<file path="src/rtl/id_hazard_if.sv">
// id_hazard_if: decode-stage hazard bundle between the ID stage (master) and
// the hazard scoreboard (slave). Carries the decoded instruction's register
// usage, the pipeline hold/flush controls and the stall/bubble/busy answers.
interface id_hazard_if #(
    parameter int AW      = 5,
    parameter int MAX_LAT = 4,
    parameter int CW      = $clog2(MAX_LAT + 1)
);
    logic          id_valid;
    logic [AW-1:0] id_rs;
    logic [AW-1:0] id_rt;
    logic          id_use_rs;
    logic          id_use_rt;
    logic          id_wr_en;
    logic [AW-1:0] id_wr_reg;
    logic [CW-1:0] id_wr_lat;
    logic          hold;
    logic          flush;
    logic          stall;
    logic          bubble;
    logic          sb_busy;

    // Decode stage side: presents the instruction, reads back stall/bubble
    modport master (
        output id_valid, id_rs, id_rt, id_use_rs, id_use_rt,
        output id_wr_en, id_wr_reg, id_wr_lat, hold, flush,
        input  stall, bubble, sb_busy
    );

    // Scoreboard side
    modport slave (
        input  id_valid, id_rs, id_rt, id_use_rs, id_use_rt,
        input  id_wr_en, id_wr_reg, id_wr_lat, hold, flush,
        output stall, bubble, sb_busy
    );
endinterface

</file>
<file path="src/rtl/id_hazard_scoreboard.sv">
// id_hazard_scoreboard: per-register countdown table for decode-stage RAW
// hazards with multiple producer latency classes. Each entry holds the number
// of cycles a dependent must still wait before the result can be forwarded.
// Optional feature macro: HAZARD_PERF_CNT_EN adds the 32-bit saturating
// stall_cycles performance counter port.
module id_hazard_scoreboard #(
    parameter int AW      = 5,
    parameter int MAX_LAT = 4,
    parameter int CW      = $clog2(MAX_LAT + 1)
) (
    input  logic       clk,
    input  logic       rst_n,
    id_hazard_if.slave bus
`ifdef HAZARD_PERF_CNT_EN
    ,
    output logic [31:0] stall_cycles
`endif
);
    localparam int            NREG    = 1 << AW;
    localparam logic [CW-1:0] LAT_MAX = CW'(MAX_LAT);

    logic [CW-1:0] cnt_q [NREG];
    logic [CW-1:0] cnt_d [NREG];
    logic [NREG-1:0] entry_nz;

    logic          rs_pending;
    logic          rt_pending;
    logic          raw;
    logic          issue;
    logic [CW-1:0] lat_clamp;
    logic          stall_int;
    logic          bubble_int;

    // Hazard detection against the pre-issue table, so an instruction that
    // reads and writes the same register is checked against the old count
    always_comb begin
        rs_pending = bus.id_use_rs && (bus.id_rs != '0) && (cnt_q[bus.id_rs] != '0);
        rt_pending = bus.id_use_rt && (bus.id_rt != '0) && (cnt_q[bus.id_rt] != '0);
        raw        = bus.id_valid && (rs_pending || rt_pending);
        // hold outranks flush, flush outranks the hazard
        stall_int  = rst_n && !bus.hold && !bus.flush && raw;
        bubble_int = rst_n && !bus.hold && (bus.flush || raw);
        issue      = bus.id_valid && !bus.hold && !bus.flush && !raw
                     && bus.id_wr_en && (bus.id_wr_reg != '0);
        lat_clamp  = (bus.id_wr_lat > LAT_MAX) ? LAT_MAX : bus.id_wr_lat;
    end

    // Per-entry next count: frozen on hold, otherwise count down; an issuing
    // writer raises its entry but never below what an older producer needs
    for (genvar gi = 0; gi < NREG; gi++) begin : g_entry
        if (gi == 0) begin : g_zero
            assign cnt_d[gi] = '0;
        end else begin : g_reg
            logic [CW-1:0] dec;
            logic          hit;
            assign dec = (cnt_q[gi] != '0) ? (cnt_q[gi] - CW'(1)) : '0;
            assign hit = issue && (bus.id_wr_reg == AW'(gi));
            assign cnt_d[gi] = bus.hold                   ? cnt_q[gi] :
                               (hit && (lat_clamp > dec)) ? lat_clamp :
                                                            dec;
        end
        assign entry_nz[gi] = (cnt_q[gi] != '0);
    end

    // Countdown table register, cleared by reset
    always_ff @(posedge clk) begin
        if (!rst_n) begin
            for (int i = 0; i < NREG; i++) begin
                cnt_q[i] <= '0;
            end
        end else begin
            for (int i = 0; i < NREG; i++) begin
                cnt_q[i] <= cnt_d[i];
            end
        end
    end

    assign bus.stall   = stall_int;
    assign bus.bubble  = bubble_int;
    assign bus.sb_busy = rst_n && (|entry_nz);

`ifdef HAZARD_PERF_CNT_EN
    logic [31:0] stall_cycles_q;
    logic [31:0] stall_cycles_d;

    // Count stalled, non-held cycles; stick at all-ones instead of wrapping
    always_comb begin
        stall_cycles_d = stall_cycles_q;
        if (stall_int && (stall_cycles_q != 32'hFFFF_FFFF)) begin
            stall_cycles_d = stall_cycles_q + 32'd1;
        end
    end

    // Performance counter register
    always_ff @(posedge clk) begin
        if (!rst_n) begin
            stall_cycles_q <= '0;
        end else begin
            stall_cycles_q <= stall_cycles_d;
        end
    end

    assign stall_cycles = stall_cycles_q;
`endif

endmodule

</file>
<file path="src/flat_wrapper.sv">
// flat-port wrapper written by rule: the top's interface ports become plain ports
module id_hazard_scoreboard_flat 
#(
    parameter int AW      = 5,
    parameter int MAX_LAT = 4,
    parameter int CW      = $clog2(MAX_LAT + 1)
)
  (clk, rst_n, bus_id_valid, bus_id_rs, bus_id_rt, bus_id_use_rs, bus_id_use_rt, bus_id_wr_en, bus_id_wr_reg, bus_id_wr_lat, bus_hold, bus_flush, bus_stall, bus_bubble, bus_sb_busy);
  id_hazard_if #(.AW(AW), .MAX_LAT(MAX_LAT), .CW(CW)) bus_i ();
  input  logic clk;
  input  logic rst_n;
  input wire logic [$bits(bus_i.id_valid)-1:0] bus_id_valid;
  input wire logic [$bits(bus_i.id_rs)-1:0] bus_id_rs;
  input wire logic [$bits(bus_i.id_rt)-1:0] bus_id_rt;
  input wire logic [$bits(bus_i.id_use_rs)-1:0] bus_id_use_rs;
  input wire logic [$bits(bus_i.id_use_rt)-1:0] bus_id_use_rt;
  input wire logic [$bits(bus_i.id_wr_en)-1:0] bus_id_wr_en;
  input wire logic [$bits(bus_i.id_wr_reg)-1:0] bus_id_wr_reg;
  input wire logic [$bits(bus_i.id_wr_lat)-1:0] bus_id_wr_lat;
  input wire logic [$bits(bus_i.hold)-1:0] bus_hold;
  input wire logic [$bits(bus_i.flush)-1:0] bus_flush;
  output wire logic [$bits(bus_i.stall)-1:0] bus_stall;
  output wire logic [$bits(bus_i.bubble)-1:0] bus_bubble;
  output wire logic [$bits(bus_i.sb_busy)-1:0] bus_sb_busy;
  assign bus_i.id_valid = bus_id_valid;
  assign bus_i.id_rs = bus_id_rs;
  assign bus_i.id_rt = bus_id_rt;
  assign bus_i.id_use_rs = bus_id_use_rs;
  assign bus_i.id_use_rt = bus_id_use_rt;
  assign bus_i.id_wr_en = bus_id_wr_en;
  assign bus_i.id_wr_reg = bus_id_wr_reg;
  assign bus_i.id_wr_lat = bus_id_wr_lat;
  assign bus_i.hold = bus_hold;
  assign bus_i.flush = bus_flush;
  assign bus_stall = bus_i.stall;
  assign bus_bubble = bus_i.bubble;
  assign bus_sb_busy = bus_i.sb_busy;
  id_hazard_scoreboard #(.AW(AW), .MAX_LAT(MAX_LAT), .CW(CW)) u_core (.clk(clk), .rst_n(rst_n), .bus(bus_i));
endmodule
</file>
<file path="config.mk">
export PLATFORM = sky130hd
export DESIGN_NAME = id_hazard_scoreboard_flat
export DESIGN_NICKNAME = d
export VERILOG_FILES = /design/src/rtl/id_hazard_if.sv /design/src/rtl/id_hazard_scoreboard.sv /design/src/flat_wrapper.sv
export SDC_FILE = /design/constraint.sdc
export NUM_CORES = 1
export LEC_CHECK = 0
export ABC_AREA = 1
export BUFFER_PORTS_ARGS = -buffer_cell sky130_fd_sc_hd__buf_2
export CAP_MARGIN = 20
export CORE_MARGIN = 3
export CORE_UTILIZATION = 50
export DETAILED_ROUTE_END_ITERATION = 6
export PLACE_DENSITY = 0.69
export SLEW_MARGIN = 20
export SYNTH_ARGS = -nofsm -noshare
export SYNTH_HDL_FRONTEND = slang
export SYNTH_SLANG_ARGS = --single-unit
export TNS_END_PERCENT = 50
</file>
<file path="constraint.sdc">
create_clock -name clk -period 3.4 [get_ports clk]
set_clock_uncertainty 0.15 [all_clocks]
set_input_delay 1.02 -clock clk [delete_from_list [all_inputs] [get_ports clk]]
set_output_delay 1.02 -clock clk [all_outputs]
set_load 0.1 [all_outputs]
</file>
## Word level (Yosys, flattened, before mapping)

Memory sizes are Yosys's and may differ from the RTL's.
Index checks and enable logic that the tools add are counted.
Widths: inputs -> output; s select.

| storage, ports and cells | value |
|---|---|
| register bits after elaboration | 0 |
| bits in writable memories | 96 |
| input bits | 26 |
| output and inout bits | 3 |
| word-level logic and storage cells | 375 |
| memories | 1 |

| operators by class | value |
|---|---|
| add/subtract/negate cells | 31 |
| order comparisons | 32 |
| equality and inequality tests | 31 |
| mux-type cells | 128 |
| bitwise gates (word level) | 32 |
| reductions and logical operators | 120 |

Memories:

| memory | words | bits a word | read ports | clocked after Yosys merged registers in | wr ports | RTL line | text |
|---|---|---|---|---|---|---|---|
| u_core.cnt_q | 32 | 3 | 34 | 0 | 32 | id_hazard_scoreboard.sv:22 | `logic [CW-1:0] cnt_q [NREG];` |

Operators by type and width:

| cell | count |
|---|---|
| $mux 3 | 126 |
| $reduce_bool 3->1 | 34 |
| $gt 3x3->1 | 31 |
| $sub 3x1->3 const B | 31 |
| $eq 5x5->1 const B | 16 |
| $logic_and 1x1->1 | 77 |
| $eq 5x4->1 const B | 8 |
| $or 1x1->1 | 32 |
| $reduce_or 32->1 | 1 |
| $eq 5x3->1 const B | 4 |
| $reduce_bool 5->1 | 3 |
| $eq 5x2->1 const B | 2 |
| $eq 5x1->1 const B | 1 |
| $gt 3x3->1 const B | 1 |
| $logic_not 1->1 | 3 |
| $logic_or 1x1->1 | 2 |
| $mux 1 | 2 |

## Logic depth before layout (Yosys ltp)

Gate-level depths: netlist of run 1.

| logic depth | value |
|---|---|
| word-level depth | 14 |
| mapped depth | 19 |
| gate-level depth less buffers | 17 |

## Worst setup path after synthesis of run 1

No wires, ideal clock.

| timing path | value |
|---|---|
| path type | input port to output port |
| start point | input bus_id_rs[0] |
| end point | output bus_stall |
| arrival | 4168 ps |
| required time | 2230 ps |
| setup slack | -1938 ps |
| stages on the path | 13 |
| buffers on the path | 2 |
| cell sequence | buf_6 > inv_2 > nand2_1 > o21ai_0 > nor2_1 > o21ai_0 > nand3_1 > nand2_1 > nand3_1 > nand2_1 > nand2_1 > buf_4 > nor3_1 |

| between the ends | value |
|---|---|
| longest elaborated chain between the ends | 6 |
| elaborated cells on any way between the ends | 8 |

RTL lines:

| what | RTL line | text |
|---|---|---|
| start, declared | flat_wrapper.sv:13 | `input wire logic [$bits(bus_i.id_rs)-1:0] bus_id_rs;` |
| $mem_v2 32x3 / $reduce_bool 5->1 (equally long branches) | n/a |  |
| $reduce_bool 3->1 / $logic_and 1x1->1 (equally long branches) | id_hazard_scoreboard.sv:37 | `rs_pending = bus.id_use_rs && (bus.id_rs != '0) && (cnt_q[bus.id_rs] != '0);` |
| $logic_and 1x1->1 * | id_hazard_scoreboard.sv:37 |  |
| $logic_or 1x1->1 * | id_hazard_scoreboard.sv:39 | `raw = bus.id_valid && (rs_pending \|\| rt_pending);` |
| $logic_and 1x1->1 * | id_hazard_scoreboard.sv:39 |  |
| $logic_and 1x1->1 * | id_hazard_scoreboard.sv:41 | `stall_int = rst_n && !bus.hold && !bus.flush && raw;` |
| end, declared | flat_wrapper.sv:22 | `output wire logic [$bits(bus_i.stall)-1:0] bus_stall;` |

Every way passes the cells marked *; elsewhere a longest branch is shown, timed or not.

## Final worst setup path of run 1

| timing path | value |
|---|---|
| start point | input bus_id_rs[0] |
| end point | output bus_bubble |

| between the ends | value |
|---|---|
| longest elaborated chain between the ends | 7 |
| elaborated cells on any way between the ends | 9 |

RTL lines:

| what | RTL line | text |
|---|---|---|
| $mem_v2 32x3 / $reduce_bool 5->1 (equally long branches) | n/a |  |
| $reduce_bool 3->1 / $logic_and 1x1->1 (equally long branches) | id_hazard_scoreboard.sv:37 |  |
| $logic_and 1x1->1 * | id_hazard_scoreboard.sv:37 |  |
| $logic_or 1x1->1 * | id_hazard_scoreboard.sv:39 |  |
| $logic_and 1x1->1 * | id_hazard_scoreboard.sv:39 |  |
| $logic_or 1x1->1 * | id_hazard_scoreboard.sv:42 | `bubble_int = rst_n && !bus.hold && (bus.flush \|\| raw);` |
| $logic_and 1x1->1 * | id_hazard_scoreboard.sv:42 |  |
| end, declared | flat_wrapper.sv:23 | `output wire logic [$bits(bus_i.bubble)-1:0] bus_bubble;` |

Marked as above.

==> run_results.csv, run 1 <==
group,metric,value,unit
cells_and_area,final_nets,1732,
power,ir_worst_vdd,254.3,uV
synthesis,register_bit_total_from_synthesis,93,
synthesis,area_share_of_the_leading_cell_type_in_the_synthesized_netlist,20.38,%
timing,hold_viol,0,
worst_setup_path,worst-endpoint-arrival,2.55,ns
clock_tree,cts_tree,"yes",
worst_setup_path,crit_family,"simple AND/OR/NAND/NOR gates",
timing,maxClockFrequency,268.8,MHz
floorplan,design.die.area,20720,um^2
clock_tree,number_of_clock_buffers_inserted_by_tritoncts,9,
cells_and_area,n_antenna_cell,0,
synthesis,seq_area_frac_synth,19.56,%
placement,dp_hpwl,21260,um
global_route,gr-usage-all-layers,29.64,%
routing,post_drt_wl_per_cell,17.35,um
synthesis,synthDominantAreaCellType,"ha_1",
worst_setup_path,path_class,"in -> out",
synthesis,synth.cell_area,9517,um^2
synthesis,syn-instance-count,1491,
clock_tree,cts.sinks,93,
worst_setup_path,worst_ep_required_time,2.23,ns
routing,postRouteWirelength,30970,um
status,run_status,"finished, violations left",
timing,setup_violations_final,3,
worst_setup_path,cp_num_buf_inv,4,
worst_setup_path,critPathMostFrequentCell,"nand2_1",
placement,io_buffer_count,28,
placement,gpl.final_weighted_congestion,0.9830,
floorplan,fp-row-count,49,
worst_setup_path,crit_path_capture_type,"output port",
timing,fin_setup_tns,-0.6161,ns
worst_setup_path,crit_chain,"buf_16, nor2_4, nand2_1, o21ai_1, inv_2, nand2_1, nand2_1, nand3_1, nand3_1, nand3_2, nand2_4, buf_6, a21oi_4, nor2_4, buf_12",
floorplan,die_span_x,144.0,um
routing,detailroute.via_count,10420,
status,failed_checks,"negative setup slack",
global_route,first_pass_grt_wire_length,49110,um
power,power,0.002851,W
timing,final_slew_viol_count,0,
floorplan,die-height,144.0,um
timing,finalCritPeriodShare,109.4,%
timing,slew_headroom,26.77,%
routing,viasPerCell,5.836,
floorplan,design.core.area,18330,um^2
power,p_per_area,252.4,nW/um^2
worst_setup_path,crit_fanout,8,
timing,layout_setup_ws,-0.3199,ns
cells_and_area,top_register,"u_core.cnt_q",
cells_and_area,drive_gt1_share,13.43,%
synthesis,postSynthNetCount,1672,
synthesis,synth_area_per_cell,6.383,um^2
global_route,antenna_found_initial,0,
timing,tightestPinTransition,1.098,ns
routing,first_iter_violations,810,
worst_setup_path,cpPeakStageDelay,0.18,ns
clock_tree,root_buf_cell,"clkbuf_16",
timing,layout_min_cycle_time,3.720,ns
worst_setup_path,critical_path_cell_with_the_highest_stage_delay,"nor2_4",
run,maxCapViolations,0,
global_route,number_of_global_route_vias_before_repair,9703,
routing,ant_nets,0,
power,power_leakage,5.916,nW
global_route,grt_overflow,0,
clock_tree,max_clock_buf_depth,2,
clock_tree,cts_max_level,3,
routing,detailed_routing_iteration_count_for_the_pre_antenna_repair_pass,5,
timing,rsz0062_at_grt,"yes",
worst_hold_path,hp-class,"reg -> reg",
timing,timing.hold.ws,0.3211,ns
floorplan,starting_utilization_of_the_core_area,51.91,%
clock_tree,clkSlewWorstSetupHoldPaths,0.07,ns
cells_and_area,area.growth.synth_to_final,18.71,%
synthesis,netlist_top_cells_area,"ha_1 20%, dfxtp_1 20%, nand2_1 16%, nand4_1 8.9%, nand3_1 8.7%",
synthesis,synth_cell_type_count,32,
synthesis,synth.yosys.warnings,0,
clock_tree,worst_skew_pair.late_latency,0.36,ns
floorplan,io-pin-count,29,
worst_setup_path,critical_path.startpoint_type,"primary input",
global_route,maximum_number_of_pins_on_one_net_before_global_route_repair,94,
routing,remaining_drc_errors,0,
cells_and_area,max_ffs_per_register,93,
cells_and_area,leading_registers_by_flop_count,"u_core.cnt_q x93",
[final timing paths]
path                  startpoint             endpoint  slack, ns  depth (start not counted)
min reg2reg  u_core.cnt_q[11][1]  u_core.cnt_q[11][1]       0.32                          2
max                 bus_id_rs[0]           bus_bubble      -0.32                         15
min          u_core.cnt_q[11][1]  u_core.cnt_q[11][1]       0.32                          2
max reg2reg  u_core.cnt_q[12][0]  u_core.cnt_q[24][1]       0.33                         17
[layout by cell type, fill, tap and decap left out, types with 17 or more instances in the layout]
master,instances
nand2_1,390
inv_1,168
nand3_1,164
nor2_1,139
ha_1,138
nand4_1,135
dfxtp_1,93
buf_4,76
a21oi_1,51
a211oi_1,22
buf_2,21
a311oi_2,17
ha_4,17
[per-layer routing]
| metal | global-route usage [%] | share of wire (%) |
|---|---|---|
| met1 | 38.72 | 44 |
| met2 | 50.73 | 47 |
| met3 | 3.894 | 6.6 |
| met4 | 9.267 | 2.2 |
| met5 | 0 | 0 |
[stage by stage]
stage               instance area, um^2  utilization [%]  setup slack [ns]  cells
global placement                  10820            59.01           -0.4361   1769
finish                            11300            61.63           -0.3199   1785
floorplan                          9935                -           -0.6051   1491
global route                      11300            61.63           -0.4085   1785
CTS                               11190            61.07           -0.3747   1785
detailed placement                10820            59.01           -0.4634   1769
[power breakdown]
part / total, W / switching [W] / internal [W]
clock network: 0.00115 / 0.000465 / 0.000684
logic: 0.000612 / 0.000401 / 0.000211
registers: 0.00109 / 0.00000108 / 0.00109
[cell families (layout without fill, tap and decap cells)]
kind of cell               Yosys count  in the layout  synth area share (%)
and+or+nand+nor                    858            858                 40.03
buffers and inverters              248            313                 10.72
adders and majority gates          155            155                 20.38
AOI/OAI and AO/OA                  137            137                 9.308
DFF                                 93             93                 19.56
[cells in the mapped netlist]
master / number
nor4_1: 3
nor2_1: 150
inv_2: 5
nor2_4: 2
nand2_1: 395
o21ai_1: 5
nor3_1: 2
nand3_1: 166
o22ai_1: 2
a311oi_1: 29
clkinv_1: 1
nor2_2: 2
buf_2: 8
o21ai_0: 14
buf_4: 3
o21bai_1: 9
ha_1: 155
buf_1: 11
clkbuf_1: 36
dfxtp_1: 93
nand2_4: 1
nand3b_1: 1
a31oi_1: 1
o31ai_1: 1
a21oi_1: 52
buf_6: 9
inv_1: 175
a211oi_1: 22
nand4_1: 135
nand2_2: 1
o41ai_1: 1
a21oi_2: 1
[tightest hold or removal path: cells and delay by family (launching register included)]
kind             cells  cell delay (ns)
and+or+nand+nor      2             0.10
DFF                  1             0.33
[timing repair]
action,CTS,global route
setup buffers,1,0
pin swaps,4,9
hold buffers,0,0
setup endpoints to repair,41,58
gates resized for setup,14,27
cloned,0,1
[layout make-up]
| type | count | area [um^2] |
|---|---|---|
| multi-input cells | 1150 | 7096 |
| inverters | 181 | 701.9 |
| fillers | 1743 | 7034 |
| repair buffers | 116 | 1025 |
| clock inverters | 4 | 70.07 |
| well taps | 229 | 286.5 |
| flip-flops and latches | 93 | 1862 |
| clock buffers | 12 | 256.5 |
Note: power is estimated with default switching activity, not from simulation.
==> run 2: changes to the inputs <==
--- a/config.mk
+++ b/config.mk
@@ -6,7 +6,7 @@
 export NUM_CORES = 1
 export LEC_CHECK = 0
 export ABC_AREA = 1
-export BUFFER_PORTS_ARGS = -buffer_cell sky130_fd_sc_hd__buf_2
+export BUFFER_PORTS_ARGS = -buffer_cell sky130_fd_sc_hd__clkbuf_2
 export CAP_MARGIN = 20
 export CORE_MARGIN = 3
 export CORE_UTILIZATION = 50
==> run_results.csv, run 2 (synthesis results as in run 1) <==
group,metric,value,unit
routing,post_drt_wl_per_cell,17.35,um
cells_and_area,drive_gt1_share,12.79,%
worst_setup_path,critical_path_cell_with_the_highest_stage_delay,"a21oi_4",
worst_setup_path,worst_ep_required_time,2.23,ns
global_route,grt_overflow,0,
placement,gpl.final_weighted_congestion,0.9383,
floorplan,die-height,144.0,um
status,failed_checks,"negative setup slack",
clock_tree,cts.sinks,93,
worst_setup_path,cpPeakStageDelay,0.16,ns
cells_and_area,area.growth.synth_to_final,17.67,%
worst_setup_path,critical_path.startpoint_type,"primary input",
worst_setup_path,crit_chain,"clkbuf_16, buf_12, nor2_2, nand2_1, nand3_2, nand2_1, nand2_2, nand3_2, nand2_1, nand2_1, nand3_2, nand2_4, buf_6, a21oi_4, nor2_4, buf_12",
routing,detailed_routing_iteration_count_for_the_pre_antenna_repair_pass,5,
power,p_per_area,246.6,nW/um^2
global_route,antenna_found_initial,0,
global_route,met1_layer_usage_reported_by_global_route,39.60,%
cells_and_area,leading_registers_by_flop_count,"u_core.cnt_q x93",
cells_and_area,most_common_cell_after_layout_fill_and_taps_aside,"nand2_1",
clock_tree,worst_skew_pair.late_latency,0.36,ns
floorplan,die_span_x,144.0,um
worst_setup_path,worst-endpoint-arrival,2.53,ns
cells_and_area,top_register,"u_core.cnt_q",
worst_hold_path,min-delay-start,"u_core.cnt_q[17][1]",
cells_and_area,final_core_utilization,61.09,%
worst_setup_path,crit_fanout,5,
worst_setup_path,timing.rr.end,"u_core.cnt_q[14][2]",
worst_hold_path,hp-class,"reg -> reg",
global_route,maximum_number_of_pins_on_one_net_before_global_route_repair,94,
cells_and_area,n_antenna_cell,0,
worst_setup_path,critPathMostFrequentCell,"nand2_1",
routing,postRouteWirelength,30690,um
global_route,gr-usage-all-layers,29.91,%
timing,setup_violations_final,2,
timing,layout_setup_ws,-0.2958,ns
power,power,0.002761,W
timing,hold_viol,0,
placement,io_buffer_count,28,
power,ir_worst_vdd,248.7,uV
cells_and_area,max_ffs_per_register,93,
routing,remaining_drc_errors,0,
power,power_leakage,5.844,nW
status,run_status,"finished, violations left",
routing,viasPerCell,5.881,
clock_tree,cts_max_level,3,
worst_setup_path,worst_setup_path_startpoint,"bus_id_rt[1]",
global_route,first_pass_grt_wire_length,49310,um
cells_and_area,final.fill_count,1695,
global_route,grt.met2_usage,50.02,%
timing,slew_headroom,26.17,%
floorplan,starting_utilization_of_the_core_area,51.91,%
worst_setup_path,path_class,"in -> out",
floorplan,design.core.area,18330,um^2
timing,maxClockFrequency,270.6,MHz
worst_setup_path,reg2reg_depth,17,
timing,layout_min_cycle_time,3.696,ns
timing,finalCritPeriodShare,108.7,%
worst_setup_path,crit_path_capture_type,"output port",
timing,fin_setup_tns,-0.5586,ns
worst_hold_path,hold_path_depth,2,
cells_and_area,final_area,11200,um^2
run,maxCapViolations,0,
placement,dp_hpwl,20710,um
routing,detailroute.via_count,10400,
clock_tree,number_of_clock_buffers_inserted_by_tritoncts,9,
timing,final_slew_viol_count,0,
floorplan,fp-row-count,49,
clock_tree,max_clock_buf_depth,2,
timing,rsz0062_at_grt,"yes",
worst_setup_path,crit_family,"simple AND/OR/NAND/NOR gates",
timing,tightestPinTransition,1.107,ns
global_route,grtUsageMet3,4.093,%
placement,placed_cell_area,10680,um^2
worst_setup_path,regToRegSetupSlack,0.55,ns
global_route,gr-max-usage-layer,"met2",
clock_tree,clkSlewWorstSetupHoldPaths,0.07,ns
cells_and_area,final_nets,1716,
floorplan,io-pin-count,29,
floorplan,design.die.area,20720,um^2
cells_and_area,most-common-layout-cells,"387 x nand2_1, 168 x inv_1, 158 x nand3_1",
clock_tree,root_buf_cell,"clkbuf_16",
clock_tree,cts_tree,"yes",
routing,ant_nets,0,
global_route,number_of_global_route_vias_before_repair,9807,
routing,first_iter_violations,798,
worst_hold_path,hold_end,"u_core.cnt_q[17][1]",
worst_setup_path,cp_num_buf_inv,4,
worst_setup_path,r2r_start,"u_core.cnt_q[11][0]",
[run 2: changes by cell type in the layout (fill, tap and decap cells not counted), sizes merged]
cell      delta
buf         -37
bufinv       -1
clkbuf      +19
clkinv       +1
clkinvlp     +1
inv          +1
[run 2: layout make-up]
| cell class | instances | area (um^2) | area share [%] |
|---|---|---|---|
| flip-flops and latches | 93 | 1862 | 16.63 |
| inverters | 181 | 704.4 | 6.291 |
| repair buffers | 100 | 930.9 | 8.313 |
| clock inverters | 6 | 61.31 | 0.5475 |
| clock buffers | 10 | 229.0 | 2.045 |
| multi-input cells | 1150 | 7124 | 63.62 |
| well taps | 229 | 286.5 | 2.559 |
[run 2: routing by layer]
metal / up-vias / wire, um
met2: 394 / 14010
li1: 5136 / -
met5: - / 0
met3: 68 / 2290
met4: 0 / 896
met1: 4806 / 13500
[run 2: timing repair]
item                                    CTS  global route
gates resized for setup                  31            17
pin swaps                                18            17
cloned                                    1             0
hold buffers                              0             0
setup buffers                             1             1
endpoints found under the setup margin    3            55
[run 2: power by group]
| group | internal [W] | total (W) | leakage, nW | switching (W) |
|---|---|---|---|---|
| Sequential | 0.00109 | 0.00109 | 0.749 | 0.00000101 |
| Combinational | 0.000207 | 0.000610 | 4.95 | 0.000403 |
| Clock | 0.000571 | 0.00106 | 0.143 | 0.000490 |
| Total | 0.00187 | 0.00276 | 5.84 | 0.000894 |
[run 2: how the worst max path moves through the flow]
stage / to / slack (ns) / cells past startpoint
6_report: bus_bubble / -0.30 / 16
3_5_place_dp: bus_bubble / -0.48 / 17
5_1_grt: bus_bubble / -0.42 / 15
3_3_place_gp: bus_bubble / -0.46 / 17
2_1_floorplan: bus_stall / -0.61 / 16
4_1_cts: bus_stall / -0.30 / 16
[run 2: worst register-to-register path, stage by stage, from the launching register on]
cell and delay (ns):
dfxtp_1 0.33, nor2_1 0.22, nand2_1 0.22, nand2_1 0.11, nand2_1 0.06, o21ai_2 0.13, nand3_2 0.07, nand2_1 0.06
nand2_1 0.07, nand3_2 0.08, nand2_4 0.08, buf_6 0.12, a21oi_4 0.16, buf_4 0.14, buf_4 0.37, nand4_1 0.16
nand3_1 0.12, nand2_1 0.08
[run 2: metrics by stage]
| stage | setup slack, ns | std cells | hold WS, ns |
|---|---|---|---|
| final | -0.2958 | 1769 | 0.3212 |
| after global placement | -0.4555 | 1750 | 0.3058 |
| after floorplan | -0.6051 | 1491 | 0.2945 |
| after global routing | -0.4200 | 1769 | 0.3415 |
| after detailed placement | -0.4821 | 1750 | 0.3087 |
| after CTS | -0.3046 | 1768 | 0.3205 |
==> run 3: changes to the inputs <==
--- a/config.mk
+++ b/config.mk
@@ -12,7 +12,9 @@
 export CORE_UTILIZATION = 50
 export DETAILED_ROUTE_END_ITERATION = 6
 export PLACE_DENSITY = 0.69
-export SLEW_MARGIN = 20
+export RECOVER_POWER = 100
+export REMOVE_ABC_BUFFERS = 1
+export SLEW_MARGIN = 5
 export SYNTH_ARGS = -nofsm -noshare
 export SYNTH_HDL_FRONTEND = slang
 export SYNTH_SLANG_ARGS = --single-unit
==> run_results.csv, run 3 (synthesis results as in run 1) <==
group,metric,value,unit
clock_tree,worst_skew_pair.late_latency,0.36,ns
timing,layout_min_cycle_time,3.750,ns
power,cellInternalPower,0.001822,W
power,share_comb_of_total_power,20.2,%
timing,layout_setup_ws,-0.3499,ns
cells_and_area,most_common_cell_after_layout_fill_and_taps_aside,"nand2_1",
cells_and_area,most-common-layout-cells,"391 x nand2_1, 173 x inv_1, 165 x nand3_1",
worst_hold_path,hp-class,"reg -> reg",
worst_setup_path,crit_family,"simple AND/OR/NAND/NOR gates",
power,power.switching,0.0008456,W
global_route,maximum_number_of_pins_on_one_net_before_global_route_repair,125,
global_route,gr-usage-all-layers,28.88,%
floorplan,io-pin-count,29,
timing,rsz0062_at_grt,"yes",
cells_and_area,max_ffs_per_register,93,
timing,final_slew_viol_count,0,
status,failed_checks,"negative setup slack",
cells_and_area,final_cell_count_no_fill,1785,
floorplan,design.core.area,18330,um^2
placement,gpl.final_weighted_congestion,0.9760,
global_route,grt_overflow,0,
worst_setup_path,worst-endpoint-arrival,2.58,ns
clock_tree,cts.sinks,93,
clock_tree,cts_tree,"yes",
routing,detailed_routing_iteration_count_for_the_pre_antenna_repair_pass,7,
timing,fin_setup_tns,-0.6160,ns
worst_setup_path,r2r_start,"u_core.cnt_q[17][0]",
timing,tightestPinTransition,1.086,ns
worst_setup_path,critical_path_cell_with_the_highest_stage_delay,"nor2_4",
power,power_leakage,5.822,nW
cells_and_area,top_register,"u_core.cnt_q",
worst_setup_path,critPathMostFrequentCell,"nand3_1",
worst_setup_path,reg2reg_depth,17,
clock_tree,number_of_clock_buffers_inserted_by_tritoncts,9,
worst_setup_path,crit_chain,"buf_8, buf_12, nor2_4, nand2_1, nand3_1, nor2_1, nand2_1, nand3_1, nand3_1, nand3_1, nand2_2, nand2_2, nor3_2, buf_4, buf_12",
worst_hold_path,min-delay-start,"u_core.cnt_q[11][1]",
routing,postRouteWirelength,29850,um
routing,remaining_drc_errors,0,
worst_setup_path,crit_path_capture_type,"output port",
routing,first_iter_violations,743,
worst_setup_path,cp_num_buf_inv,4,
worst_setup_path,path_class,"in -> out",
timing,finalCritPeriodShare,110.3,%
floorplan,starting_utilization_of_the_core_area,51.91,%
timing,slew_headroom,27.57,%
run,maxCapViolations,0,
routing,viasPerCell,5.771,
placement,dp_hpwl,20600,um
power,ir_worst_vdd,241.5,uV
clock_tree,root_buf_cell,"clkbuf_16",
cells_and_area,drive_gt1_share,10.22,%
placement,placed_cells_incl_taps,1768,
global_route,first_pass_grt_wire_length,47910,um
routing,ant_nets,0,
power,power.sequential.fraction,40.9,%
worst_setup_path,timing.rr.end,"u_core.cnt_q[31][0]",
routing,post_drt_wl_per_cell,16.72,um
power,p_per_area,247.7,nW/um^2
clock_tree,cts_max_level,3,
cells_and_area,n_antenna_cell,0,
cells_and_area,area.growth.synth_to_final,13.16,%
global_route,number_of_global_route_vias_before_repair,9507,
global_route,antenna_found_initial,0,
worst_setup_path,worst_ep_required_time,2.23,ns
worst_setup_path,cpPeakStageDelay,0.19,ns
worst_setup_path,crit_fanout,8,
floorplan,fp-row-count,49,
routing,detailroute.via_count,10300,
placement,io_buffer_count,28,
worst_hold_path,hold_end,"u_core.cnt_q[11][1]",
floorplan,die_span_x,144.0,um
power,p_clk_share,38.9,%
floorplan,design.die.area,20720,um^2
worst_hold_path,hold_path_depth,2,
timing,maxClockFrequency,266.7,MHz
clock_tree,max_clock_buf_depth,2,
timing,hold_viol,0,
floorplan,die-height,144.0,um
worst_setup_path,regToRegSetupSlack,0.66,ns
power,power.switching_fraction,31.70,%
status,run_status,"finished, violations left",
cells_and_area,leading_registers_by_flop_count,"u_core.cnt_q x93",
timing,setup_violations_final,2,
clock_tree,clkSlewWorstSetupHoldPaths,0.07,ns
worst_setup_path,critical_path.startpoint_type,"primary input",
cells_and_area,final_nets,1732,
[run 3: cell count changes in the layout (fill, tap and decap cells not counted), sizes merged]
| cell | delta |
|---|---|
| buf | +16 |
| bufinv | -1 |
| clkbuf | +2 |
| clkinv | -2 |
| clkinvlp | +1 |
[run 3: how the worst max path moves through the flow]
stage	to	start	slack, ns	cells after the start
finish	bus_stall	bus_id_rs[1]	-0.35	15
global route	bus_stall	bus_id_rs[0]	-0.47	15
CTS	bus_stall	bus_id_rs[1]	-0.38	15
detailed placement	bus_stall	bus_id_rs[0]	-0.49	14
global placement	bus_stall	bus_id_rs[0]	-0.47	14
floorplan	bus_stall	rst_n	-4.14	4
[run 3: what timing repair did]
| action | in CTS | in global routing |
|---|---|---|
| resized for setup | 11 | 12 |
| setup buffers | 0 | 1 |
| hold buffers | 0 | 0 |
| pin swaps | 6 | 7 |
| setup endpoints to repair | 3 | 3 |
[run 3: worst register-to-register path, cell delays in order, from the launching register on]
cell,delay (ns)
dfxtp_1,0.31
buf_4,0.14
o21ai_0,0.30
nand2_1,0.08
nand2_1,0.07
nand2_1,0.05
nand2_1,0.06
nand2_1,0.05
nand2_1,0.07
nand3_1,0.08
nand3_2,0.10
nand2_2,0.09
a21oi_4,0.15
buf_4,0.13
buf_4,0.44
nand4_1,0.19
nand3_1,0.11
nand2_1,0.08
[run 3: power by group through the flow]
stage          combinational [W]  sequential (W)  clock, W
4_1_cts                 0.000527         0.00109   0.00106
5_1_grt                 0.000588         0.00109   0.00110
2_1_floorplan           0.000279         0.00112         0
3_5_place_dp            0.000522         0.00112         0
6_report                0.000539         0.00109   0.00104
3_3_place_gp            0.000508         0.00112         0
[run 3: routing by layer]
layer / wire, um / share of wire [%] / GRT usage [%]
met1: 13210 / 44 / 37.55
met2: 13910 / 47 / 48.82
met3: 1878 / 6.3 / 3.461
met4: 849 / 2.8 / 11.15
met5: 0 / 0 / 0
[run 3: per-stage QoR]
stage               util, %  total power (W)  cell area (um^2)  setup slack (ns)  hold slack (ns)
floorplan                 -         0.001394              9176            -4.142           0.2945
detailed placement    56.71         0.001637             10400           -0.4911           0.3101
CTS                   58.52         0.002674             10730           -0.3762           0.3218
finish                58.75         0.002668             10770           -0.3499           0.3230
global route          58.75         0.002774             10770           -0.4724           0.3356
global placement      56.71         0.001623             10400           -0.4670           0.3065
[run 3: area by class of cell]
| cell class | count | area [um^2] |
|---|---|---|
| Sequential cell | 93 | 1862 |
| Fill cell | 1850 | 7562 |
| Tap cell | 229 | 286.5 |
| Multi-Input combinational cell | 1150 | 6695 |
| Inverter | 181 | 680.7 |
| Clock inverter | 4 | 31.28 |
| Timing Repair Buffer | 116 | 947.2 |
| Clock buffer | 12 | 266.5 |
